### src/rtl/mem_arb_pkg.sv
// Shared definitions for the data-memory arbiter and its round-robin picker.
package mem_arb_pkg;

    localparam int DEF_AW = 32;
    localparam int DEF_DW = 32;

    typedef enum logic [1:0] {
        ST_IDLE = 2'b00,
        ST_BUSY = 2'b01,
        ST_RESP = 2'b10
    } arbState_t;

    // Index width for a requester count, never narrower than one bit.
    function automatic int idxWidth(input int n);
        return (n > 1) ? $clog2(n) : 1;
    endfunction

endpackage

### src/rtl/rr_pick.sv
// Combinational round-robin picker: first set request at or after ptr, wrapping.
module rr_pick
    import mem_arb_pkg::*;
#(
    parameter int NCORES = 2,
    localparam int PW = idxWidth(NCORES)
) (
    input  logic [NCORES-1:0] req,
    input  logic [PW-1:0]     ptr,
    output logic              any,
    output logic [PW-1:0]     winner
);

    logic [2*NCORES-1:0] reqDbl;
    logic [NCORES-1:0]   reqRot;

    // Rotating a doubled copy puts index ptr at bit 0 without variable bit-selects.
    assign reqDbl = {req, req};
    assign reqRot = NCORES'(reqDbl >> ptr);

    always_comb begin
        any    = 1'b0;
        winner = '0;
        for (int k = NCORES - 1; k >= 0; k--) begin
            if (reqRot[k]) begin
                any    = 1'b1;
                winner = PW'((int'(ptr) + k) % NCORES);
            end
        end
    end

endmodule

### src/rtl/mem_arbiter.sv
// Round-robin arbiter sharing one data-memory port among the cores' M stages.
module mem_arbiter
    import mem_arb_pkg::*;
#(
    parameter int NCORES = 2,
    parameter int AW     = DEF_AW,
    parameter int DW     = DEF_DW,
    localparam int PW    = idxWidth(NCORES)
) (
    input  logic                 clk,
    input  logic                 reset_n,
    input  logic [NCORES-1:0]    req,
    input  logic [NCORES-1:0]    we,
    input  logic [NCORES*AW-1:0] addr,
    input  logic [NCORES*DW-1:0] wdata,
    output logic [NCORES-1:0]    stall,
    output logic [NCORES-1:0]    done,
    output logic [DW-1:0]        rdata,
    output logic                 mem_req,
    output logic                 mem_we,
    output logic [AW-1:0]        mem_addr,
    output logic [DW-1:0]        mem_wdata,
    input  logic [DW-1:0]        mem_rdata,
    input  logic                 mem_ready
);

    arbState_t       state;
    logic [PW-1:0]   ptr;
    logic [PW-1:0]   owner;
    logic            pickAny;
    logic [PW-1:0]   pickIdx;
    logic [AW-1:0]   addrArr  [NCORES];
    logic [DW-1:0]   wdataArr [NCORES];

    for (genvar i = 0; i < NCORES; i++) begin : g_unpack
        assign addrArr[i]  = addr[i*AW +: AW];
        assign wdataArr[i] = wdata[i*DW +: DW];
    end

    rr_pick #(.NCORES(NCORES)) uPick (
        .req    (req),
        .ptr    (ptr),
        .any    (pickAny),
        .winner (pickIdx)
    );

    assign stall = req & ~done;

    always_ff @(posedge clk or negedge reset_n) begin
        if (!reset_n) begin
            state     <= ST_IDLE;
            ptr       <= '0;
            owner     <= '0;
            mem_req   <= 1'b0;
            mem_we    <= 1'b0;
            mem_addr  <= '0;
            mem_wdata <= '0;
            rdata     <= '0;
            done      <= '0;
        end else begin
            done <= '0;
            case (state)
                ST_BUSY: begin
                    // A granted access always completes, even if its core has flushed.
                    if (mem_ready) begin
                        mem_req <= 1'b0;
                        if (!mem_we) begin
                            rdata <= mem_rdata;
                        end
                        done  <= NCORES'(1) << owner;
                        state <= ST_RESP;
                    end
                end
                ST_RESP: begin
                    ptr   <= (owner == PW'(NCORES - 1)) ? '0 : owner + 1'b1;
                    state <= ST_IDLE;
                end
                default: begin
                    if (pickAny) begin
                        owner     <= pickIdx;
                        mem_req   <= 1'b1;
                        mem_we    <= we[pickIdx];
                        mem_addr  <= addrArr[pickIdx];
                        mem_wdata <= wdataArr[pickIdx];
                        state     <= ST_BUSY;
                    end else begin
                        state <= ST_IDLE;
                    end
                end
            endcase
        end
    end

endmodule

### config.mk
export PLATFORM = sky130hd
export DESIGN_NAME = mem_arbiter
export DESIGN_NICKNAME = d
export VERILOG_FILES = /design/src/rtl/mem_arb_pkg.sv /design/src/rtl/rr_pick.sv /design/src/rtl/mem_arbiter.sv
export SDC_FILE = /design/constraint.sdc
export NUM_CORES = 1
export LEC_CHECK = 0
export CAP_MARGIN = 20
export CORE_MARGIN = 5
export CORE_UTILIZATION = 36
export CTS_BUF_LIST = sky130_fd_sc_hd__clkbuf_8
export CTS_CLUSTER_SIZE = 25
export DETAILED_ROUTE_END_ITERATION = 8
export GPL_TIMING_DRIVEN = 0
export PLACE_DENSITY = 0.79
export SYNTH_ARGS = -nofsm -noshare
export SYNTH_HDL_FRONTEND = slang
export SYNTH_SLANG_ARGS = --single-unit
### constraint.sdc
create_clock -name clk -period 1.41 [get_ports clk]
set_input_delay 0.423 -clock clk [delete_from_list [all_inputs] [get_ports clk]]
set_output_delay 0.423 -clock clk [all_outputs]
set_load 0.02 [all_outputs]
==> impl_metrics.tcl, run 1 <==
set metrics [dict create \
    final_util 0.660 \
    dieHeight_microns 126 \
    max_slew.worst_pin.slew_ns 0.829 \
    layout_setup_ws_ns -0.277 \
    leakage_nw 3.84 \
    setup_violations 102 \
    cts_hold_buf 0 \
    startpoint_type "flip-flop" \
    grt_overflow 0 \
    reg2reg_depth 8 \
    viasPerCell 5.21 \
    cts_tree "done" \
    clockBufferDepth 2 \
    synth.cell_area_sq_um 4840 \
    powerDensity_nw_per_um2 2300 \
    layout_common_cells "clkdlybuf4s50_1, dfrtp_1, buf_2" \
    row_count 42 \
    reg2reg_slack_ns -0.28 \
    ant_nets 0 \
    rr_startpoint "state[1]$_DFFE_PN0P_" \
    cts-buffers-inserted 9 \
    required_ns 1.70 \
    vdd_drop_max_v 0.00122 \
    endpoint_kind "flip-flop" \
    vias 5160 \
    finalHoldViolCount 0 \
    clk_pin_slew_ns 0.11 \
    maxCapViolCount 0 \
    syn-num-nets 643 \
    yosysUniqueCellTypes 24 \
    grt_start_max_net_pins 64 \
    max-slew-margin-rel 0.447 \
    report.final.slew_viol_count 0 \
    fillers 1027 \
    cts_root_buf "clkbuf_8" \
    post-route-drc-count 0 \
    grt_pass1_vias 5360 \
    worstPathArrival_ns 1.98 \
    fin_skew_ns 0.0132 \
    gp_congestion 0.836 \
    grt_pass1_wl_microns 28200 \
    final_cells 991 \
    synth_area_leader_cell "dfrtp_1" \
    portBuffers 267 \
    status "finished with violations" \
    synth_area_leaders "dfrtp_1, mux2_4, a31oi_1, nand3_1, o21ai_0" \
    period_minus_slack_ns 1.69 \
    ys_warn_count 0 \
    antenna_found_initial 0 \
    drive_above_1_share 0.342 \
    path_max_fanout 10 \
    clkLatencyLatePin_ns 0.39 \
    avgSynthCellArea_sq_um 10.2 \
    first_pass_iters 5 \
    dpl.hpwl_microns 13300 \
    clock.fmax_ghz 0.593 \
    htree_levels 3 \
    seq_area_frac_synth 0.538 \
    syn2layout_area_growth_pct 80.1 \
    die-area_sq_um 15900 \
    drt_iter0_markers 343 \
    core_area_sq_um 13200 \
    rsz0062_at_grt "true" \
    violations "negative setup slack" \
    hp-class "in2async" \
    cts_sinks 104 \
    yosys_register_bits 104 \
    diodes 0 \
    hold_ws_ns 0.141 \
    reg2reg_to "mem_wdata[12]$_DFFE_PN0P_" \
    initial_core_util 0.367 \
    layout_commonest_cell "clkdlybuf4s50_1" \
    gr-usage-all-layers 0.222 \
    routed_wl_microns 18900 \
    min_period_over_period 1.20 \
    path_class "reg2reg" \
    nNetsFinal 980 \
    detail_route.wl_per_cell_microns 19.1 \
    num_io_pins 269 \
    placed_cells 917 \
    syn_inst 473 \
    synth_top_cell_area_share 0.538 \
    die_w_microns 126 \
]
-- synth_stat cells, drive strengths merged --
cell and number:
inv 5, nand2b 2, o21ai 69, buf 33, nor2b 1, nand2 3, mux2 33, ha 3
nand3 66, nor2 70, o21a 1, or2 1, clkbuf 15, a2bb2oi 1, dfrtp 104, and2b 1
a31oi 65
-- worst max-delay path by stage --
stage	depth (start not counted)	slack (ns)	endpoint	from
floorplan	7	-0.12	rdata[0]$_DFFE_PN0P_	state[1]$_DFFE_PN0P_
global placement	1	-4.04	mem_addr[7]$_DFFE_PN0P_	reset_n
detailed placement	6	-0.84	stall[1]	req[1]
CTS	8	-0.23	mem_wdata[26]$_DFFE_PN0P_	state[1]$_DFFE_PN0P_
global route	8	-0.35	mem_wdata[16]$_DFFE_PN0P_	state[1]$_DFFE_PN0P_
finish	8	-0.28	mem_wdata[12]$_DFFE_PN0P_	state[1]$_DFFE_PN0P_
-- state kept, by name (all words and copies together) (netlist names) --
register and flops:
mem_addr 32, mem_wdata 32, rdata 32, done 2, state 2, mem_req 1, mem_we 1, owner 1
ptr 1
-- cells by family (layout without fill, tap and decap cells) --
family	count (synthesis)	count (layout)	share of synthesized area
buffers and inverters	53	395	0.0636
DFF	104	104	0.538
adders and majority gates	3	3	0.00776
muxes	33	33	0.100
and+or+nand+nor	144	144	0.132
AOI/OAI and AO/OA	136	136	0.159
-- cell type report --
type / instances / area [sq um] / area share
Buffer: 46 / 430 / 0.0494
Clock buffer: 9 / 124 / 0.0142
Clock inverter: 7 / 83.8 / 0.00963
Inverter: 5 / 23.8 / 0.00273
Multi-Input combinational cell: 316 / 2090 / 0.240
Sequential cell: 104 / 2600 / 0.299
Tap cell: 176 / 220 / 0.0253
Timing Repair Buffer: 328 / 3130 / 0.359
-- power by group --
group          internal, mW  leakage, nW  switching [mW]
registers              4.52         1.20           0.975
logic                  6.48         2.53            6.05
clock network         0.856        0.103            1.15
total                  11.8         3.84            8.17
-- worst max-delay path: stages (launching register included) --
cell	delay (ns)
dfrtp_1	0.42
buf_6	0.13
ha_4	0.26
o21a_1	0.13
buf_6	0.12
buf_4	0.13
buf_8	0.13
nor2_1	0.07
a31oi_1	0.21
-- repair_timing --
item                       CTS  global route
pin swaps                    2             2
gates cloned                 4             5
resized for setup          463           115
setup endpoints to repair  201           164
setup buffers               14            37
-- through the flow --
| step | power, mW | setup WS, ns | instance area (sq um) | setup TNS, ns |
|---|---|---|---|---|
| 2_1_floorplan | 11.0 | -0.118 | 4910 | -5.29 |
| 3_3_place_gp | 15.4 | -4.04 | 7800 | -476.40 |
| 3_5_place_dp | 15.7 | -0.843 | 7830 | -59.60 |
| 4_1_cts | 17.7 | -0.231 | 7920 | -19.74 |
| 5_1_grt | 21.2 | -0.353 | 8710 | -27.33 |
| 6_report | 20.0 | -0.277 | 8710 | -20.43 |
-- metal layers --
metal	vias up	routed length, microns	GRT usage
li1	2377	-	-
met1	2498	7040	0.248
met2	246	9700	0.382
met3	39	1520	0.0787
met4	0	621	0.0991
met5	-	0	0
No activity file was read; power rests on OpenSTA's default activity.
==> run 2, diff against run 1 <==
Settings changed: CORE_UTILIZATION 36 to 40, PLACE_DENSITY 0.79 to 0.83.
Clock period 1.41 ns to 1.7 ns, I/O delays scaled along.
==> impl_metrics.tcl, run 2 (synthesis gave the netlist of run 1 again) <==
set metrics [dict create \
    report.final.slew_viol_count 0 \
    vdd_drop_max_v 0.000827 \
    powerDensity_nw_per_um2 1740 \
    fin_skew_ns 0.00915 \
    die_w_microns 120 \
    clock.fmax_ghz 0.601 \
    first_pass_iters 6 \
    min_period_over_period 0.978 \
    pwr-share-comb 0.563 \
    syn2layout_area_growth_pct 62.9 \
    routed_wl_microns 17700 \
    detail_route.wl_per_cell_microns 19.6 \
    met1_usage 0.273 \
    leakage_nw 3.45 \
    initial_core_util 0.406 \
    antenna_found_initial 0 \
    internal-power_mw 7.81 \
    clockBufferDepth 2 \
    p_seq_frac 0.321 \
    drive_above_1_share 0.126 \
    vias 4869 \
    layout_common_cells "clkdlybuf4s50_1, dfrtp_1, dlygate4sd2_1" \
    row_count 40 \
    grt_overflow 0 \
    period_minus_slack_ns 1.66 \
    num_io_pins 269 \
    portBuffers 267 \
    gp_congestion 0.924 \
    setup_violations 0 \
    grt_use_met3 0.0867 \
    diodes 0 \
    htree_levels 3 \
    viasPerCell 5.39 \
    cts_sinks 104 \
    reg2reg_depth 7 \
    drt_iter0_markers 311 \
    top_usage_layer "met2" \
    clk_pin_slew_ns 0.09 \
    use_met2 0.424 \
    ant_nets 0 \
    cts-buffers-inserted 9 \
    clkPwrFrac 0.116 \
    nNetsFinal 922 \
    grt_start_max_net_pins 59 \
    swShare 0.430 \
    maxCapViolCount 0 \
    endpoint_kind "flip-flop" \
    hold_ws_ns 0.144 \
    gr-usage-all-layers 0.244 \
    grt_pass1_wl_microns 27600 \
    final_util 0.661 \
    p_switching_mw 5.89 \
    hp-class "in2async" \
    path_class "in2reg" \
    layout_commonest_cell "clkdlybuf4s50_1" \
    finalHoldViolCount 0 \
    core_area_sq_um 11900 \
    startpoint_type "primary input" \
    grt_pass1_vias 5206 \
    dieHeight_microns 120 \
    cts_hold_buf 0 \
    reg_top3 "mem_addr: 32 flops, mem_wdata: 32 flops, rdata: 32 flops" \
    max-slew-margin-rel 0.575 \
    die-area_sq_um 14400 \
    worstPathArrival_ns 1.92 \
    status "finished clean" \
    cts_root_buf "clkbuf_8" \
    cts_tree "done" \
    clkLatencyLatePin_ns 0.38 \
    dpl.hpwl_microns 13700 \
    post-route-drc-count 0 \
    path_max_fanout 10 \
    max_slew.worst_pin.slew_ns 0.637 \
    required_ns 1.96 \
]
-- run 2: routing by layer --
layer	vias to the layer above	share of wire
li1	2239	-
met1	2375	0.38
met2	219	0.51
met3	36	0.081
met4	0	0.033
met5	-	0
-- run 2: area by class of cell --
class / count / area, sq um
repair buffers: 269 / 2580
clock buffers: 11 / 151
clock inverters: 4 / 46.3
fillers: 995 / 4030
multi-input cells: 316 / 1960
flip-flops and latches: 104 / 2600
plain buffers: 47 / 330
well taps: 147 / 184
inverters: 5 / 23.8
-- run 2: stage by stage --
stage	total power [mW]	TNS, ns	setup slack [ns]	instances	area (sq um)
4_1_cts	13.6	0	0.00760	903	7810
6_report	13.7	0	0.0374	903	7880
3_5_place_dp	12.9	-41.27	-0.739	888	7730
3_3_place_gp	12.6	-432.16	-3.79	887	7700
5_1_grt	14.6	-0.0308	-0.0100	903	7880
2_1_floorplan	8.89	0	0.0413	473	4840
-- run 2: repair_timing --
item | CTS | global route
setup endpoints to repair | 156 | 96
gates resized for setup | 121 | 19
setup buffers | 1 | 0
-- run 2: worst paths after layout --
check,startpoint,endpoint,slack (ns)
max,mem_ready,rdata[16]$_DFFE_PN0P_,0.04
min,reset_n,mem_addr[16]$_DFFE_PN0P_,0.14
max reg2reg,state[1]$_DFFE_PN0P_,rdata[16]$_DFFE_PN0P_,0.04
min reg2reg,owner$_DFFE_PN0P_,done[0]$_DFF_PN0_,0.43
max in group asynchronous,reset_n,mem_wdata[6]$_DFFE_PN0P_,0.85
min in group clk,owner$_DFFE_PN0P_,done[0]$_DFF_PN0_,0.43
-- run 2: power by group through the flow --
| stage | Clock (mW) | Sequential (mW) | Combinational [mW] |
|---|---|---|---|
| 2_1_floorplan | 0 | 5.89 | 3.01 |
| 3_3_place_gp | 0 | 4.40 | 8.15 |
| 3_5_place_dp | 0 | 4.49 | 8.37 |
| 4_1_cts | 1.63 | 4.40 | 7.61 |
| 5_1_grt | 1.73 | 4.56 | 8.31 |
| 6_report | 1.58 | 4.40 | 7.71 |
-- run 2: critical path, stage by stage --
cell             delay [ns]
clkdlybuf4s50_1        0.52
nand2_2                0.08
or2_1                  0.22
buf_6                  0.14
buf_12                 0.15
mux2_4                 0.30
==> run 3, diff against run 2 <==
Settings changed: MAX_ROUTING_LAYER from default to met4.
==> impl_metrics.tcl, run 3 (synthesis gave the netlist of run 1 again) <==
set metrics [dict create \
    dr_wl_met3_microns 1460 \
    reg2reg_slack_ns 0.04 \
    max-slew-margin-rel 0.575 \
    period_minus_slack_ns 1.66 \
    ant_nets 0 \
    fin_skew_ns 0.00775 \
    gp_congestion 0.941 \
    layout_commonest_cell "clkdlybuf4s50_1" \
    viasPerCell 5.42 \
    setup_violations 0 \
    wl_met2_microns 9030 \
    min_period_over_period 0.976 \
    drive_above_1_share 0.126 \
    total_power_mw 13.7 \
    grt_pass1_wl_microns 27500 \
    top_layer "met4" \
    diodes 0 \
    antenna_found_initial 0 \
    num_io_pins 269 \
    die_w_microns 120 \
    maxCapViolCount 0 \
    initial_core_util 0.406 \
    finalHoldViolCount 0 \
    reg2reg_depth 7 \
    grt_start_max_net_pins 59 \
    nNetsFinal 922 \
    status "finished clean" \
    syn2layout_area_growth_pct 62.9 \
    worstPathArrival_ns 1.92 \
    vias 4893 \
    layout_common_cells "clkdlybuf4s50_1, dfrtp_1, dlygate4sd2_1" \
    vdd_drop_max_v 0.000829 \
    startpoint_type "primary input" \
    max_slew.worst_pin.slew_ns 0.638 \
    clockBufferDepth 2 \
    portBuffers 267 \
    wl_met1_microns 6610 \
    first_pass_iters 6 \
    gr-usage-all-layers 0.250 \
    post-route-drc-count 0 \
    clk_pin_slew_ns 0.09 \
    reg_top3 "mem_addr: 32 flops, mem_wdata: 32 flops, rdata: 32 flops" \
    required_ns 1.96 \
    leakage_nw 3.45 \
    htree_levels 3 \
    clkLatencyLatePin_ns 0.38 \
    core_area_sq_um 11900 \
    report.final.slew_viol_count 0 \
    rr_startpoint "state[1]$_DFFE_PN0P_" \
    routed_wl_microns 17700 \
    endpoint_kind "flip-flop" \
    clock.fmax_ghz 0.603 \
    cts_hold_buf 0 \
    dpl.hpwl_microns 13700 \
    place_area_sq_um 7730 \
    cts_root_buf "clkbuf_8" \
    path_max_fanout 10 \
    grt_overflow 0 \
    hp-class "in2async" \
    die-area_sq_um 14400 \
    detail_route.wl_per_cell_microns 19.6 \
    cts_sinks 104 \
    row_count 40 \
    cts-buffers-inserted 9 \
    final_area_sq_um 7880 \
    cts_tree "done" \
    drt_iter0_markers 340 \
    dieHeight_microns 120 \
    grt_pass1_vias 5223 \
    path_class "in2reg" \
    powerDensity_nw_per_um2 1740 \
    reg2reg_to "rdata[16]$_DFFE_PN0P_" \
]
[run 3: cell counts in the layout (fill, tap and decap cells not counted)]
No cell type changed its count.
[run 3: worst max-delay path by stage]
stage	from	to	slack [ns]	depth (start not counted)
floorplan	req[1]	stall[1]	0.04	5
global placement	reset_n	mem_wdata[10]$_DFFE_PN0P_	-3.79	1
detailed placement	req[0]	stall[0]	-0.74	3
CTS	state[1]$_DFFE_PN0P_	rdata[16]$_DFFE_PN0P_	0.008	7
global route	state[0]$_DFFE_PN0P_	mem_addr[12]$_DFFE_PN0P_	-0.01	8
finish	mem_ready	rdata[16]$_DFFE_PN0P_	0.04	6
[run 3: layout make-up]
class / instances / area, sq um
fill: 995 / 4030
sequential: 104 / 2600
timing repair buffer: 269 / 2580
multi-input combinational: 316 / 1960
buffer: 47 / 330
tap: 147 / 184
clock buffer: 11 / 151
clock inverter: 4 / 46.3
inverter: 5 / 23.8
[run 3: report_power, final]
part	internal, mW	total, mW	switching (mW)	leakage [nW]
registers	3.75	4.40	0.657	1.20
clock network	0.747	1.58	0.835	0.108
logic	3.32	7.70	4.38	2.14
total	7.81	13.7	5.87	3.45
[run 3: through the flow]
step | cells | hold slack (ns) | utilization | setup TNS [ns] | worst slack (ns)
floorplan | 473 | 0.214 | - | 0 | 0.0413
global placement | 887 | 0.414 | 0.647 | -432.16 | -3.79
detailed placement | 888 | 0.414 | 0.649 | -41.27 | -0.739
CTS | 903 | 0.147 | 0.656 | 0 | 0.00760
global route | 903 | 0.167 | 0.661 | -0.0289 | -0.00956
finish | 903 | 0.144 | 0.661 | 0 | 0.0412
[run 3: critical path, stage by stage]
cell             delay, ns
clkdlybuf4s50_1       0.52
nand2_2               0.08
or2_1                 0.22
buf_6                 0.14
buf_12                0.15
mux2_4                0.30
[run 3: what timing repair did]
action,CTS,global route
setup buffers,1,0
resized for setup,121,19
endpoints found under the setup margin,156,95
gates cloned,0,0
[run 3: metal layers]
metal / up-vias / track usage
met2: 253 / 0.425
li1: 2240 / -
met5: - / -
met4: 0 / 0.0938
met1: 2363 / 0.279
met3: 37 / 0.0745
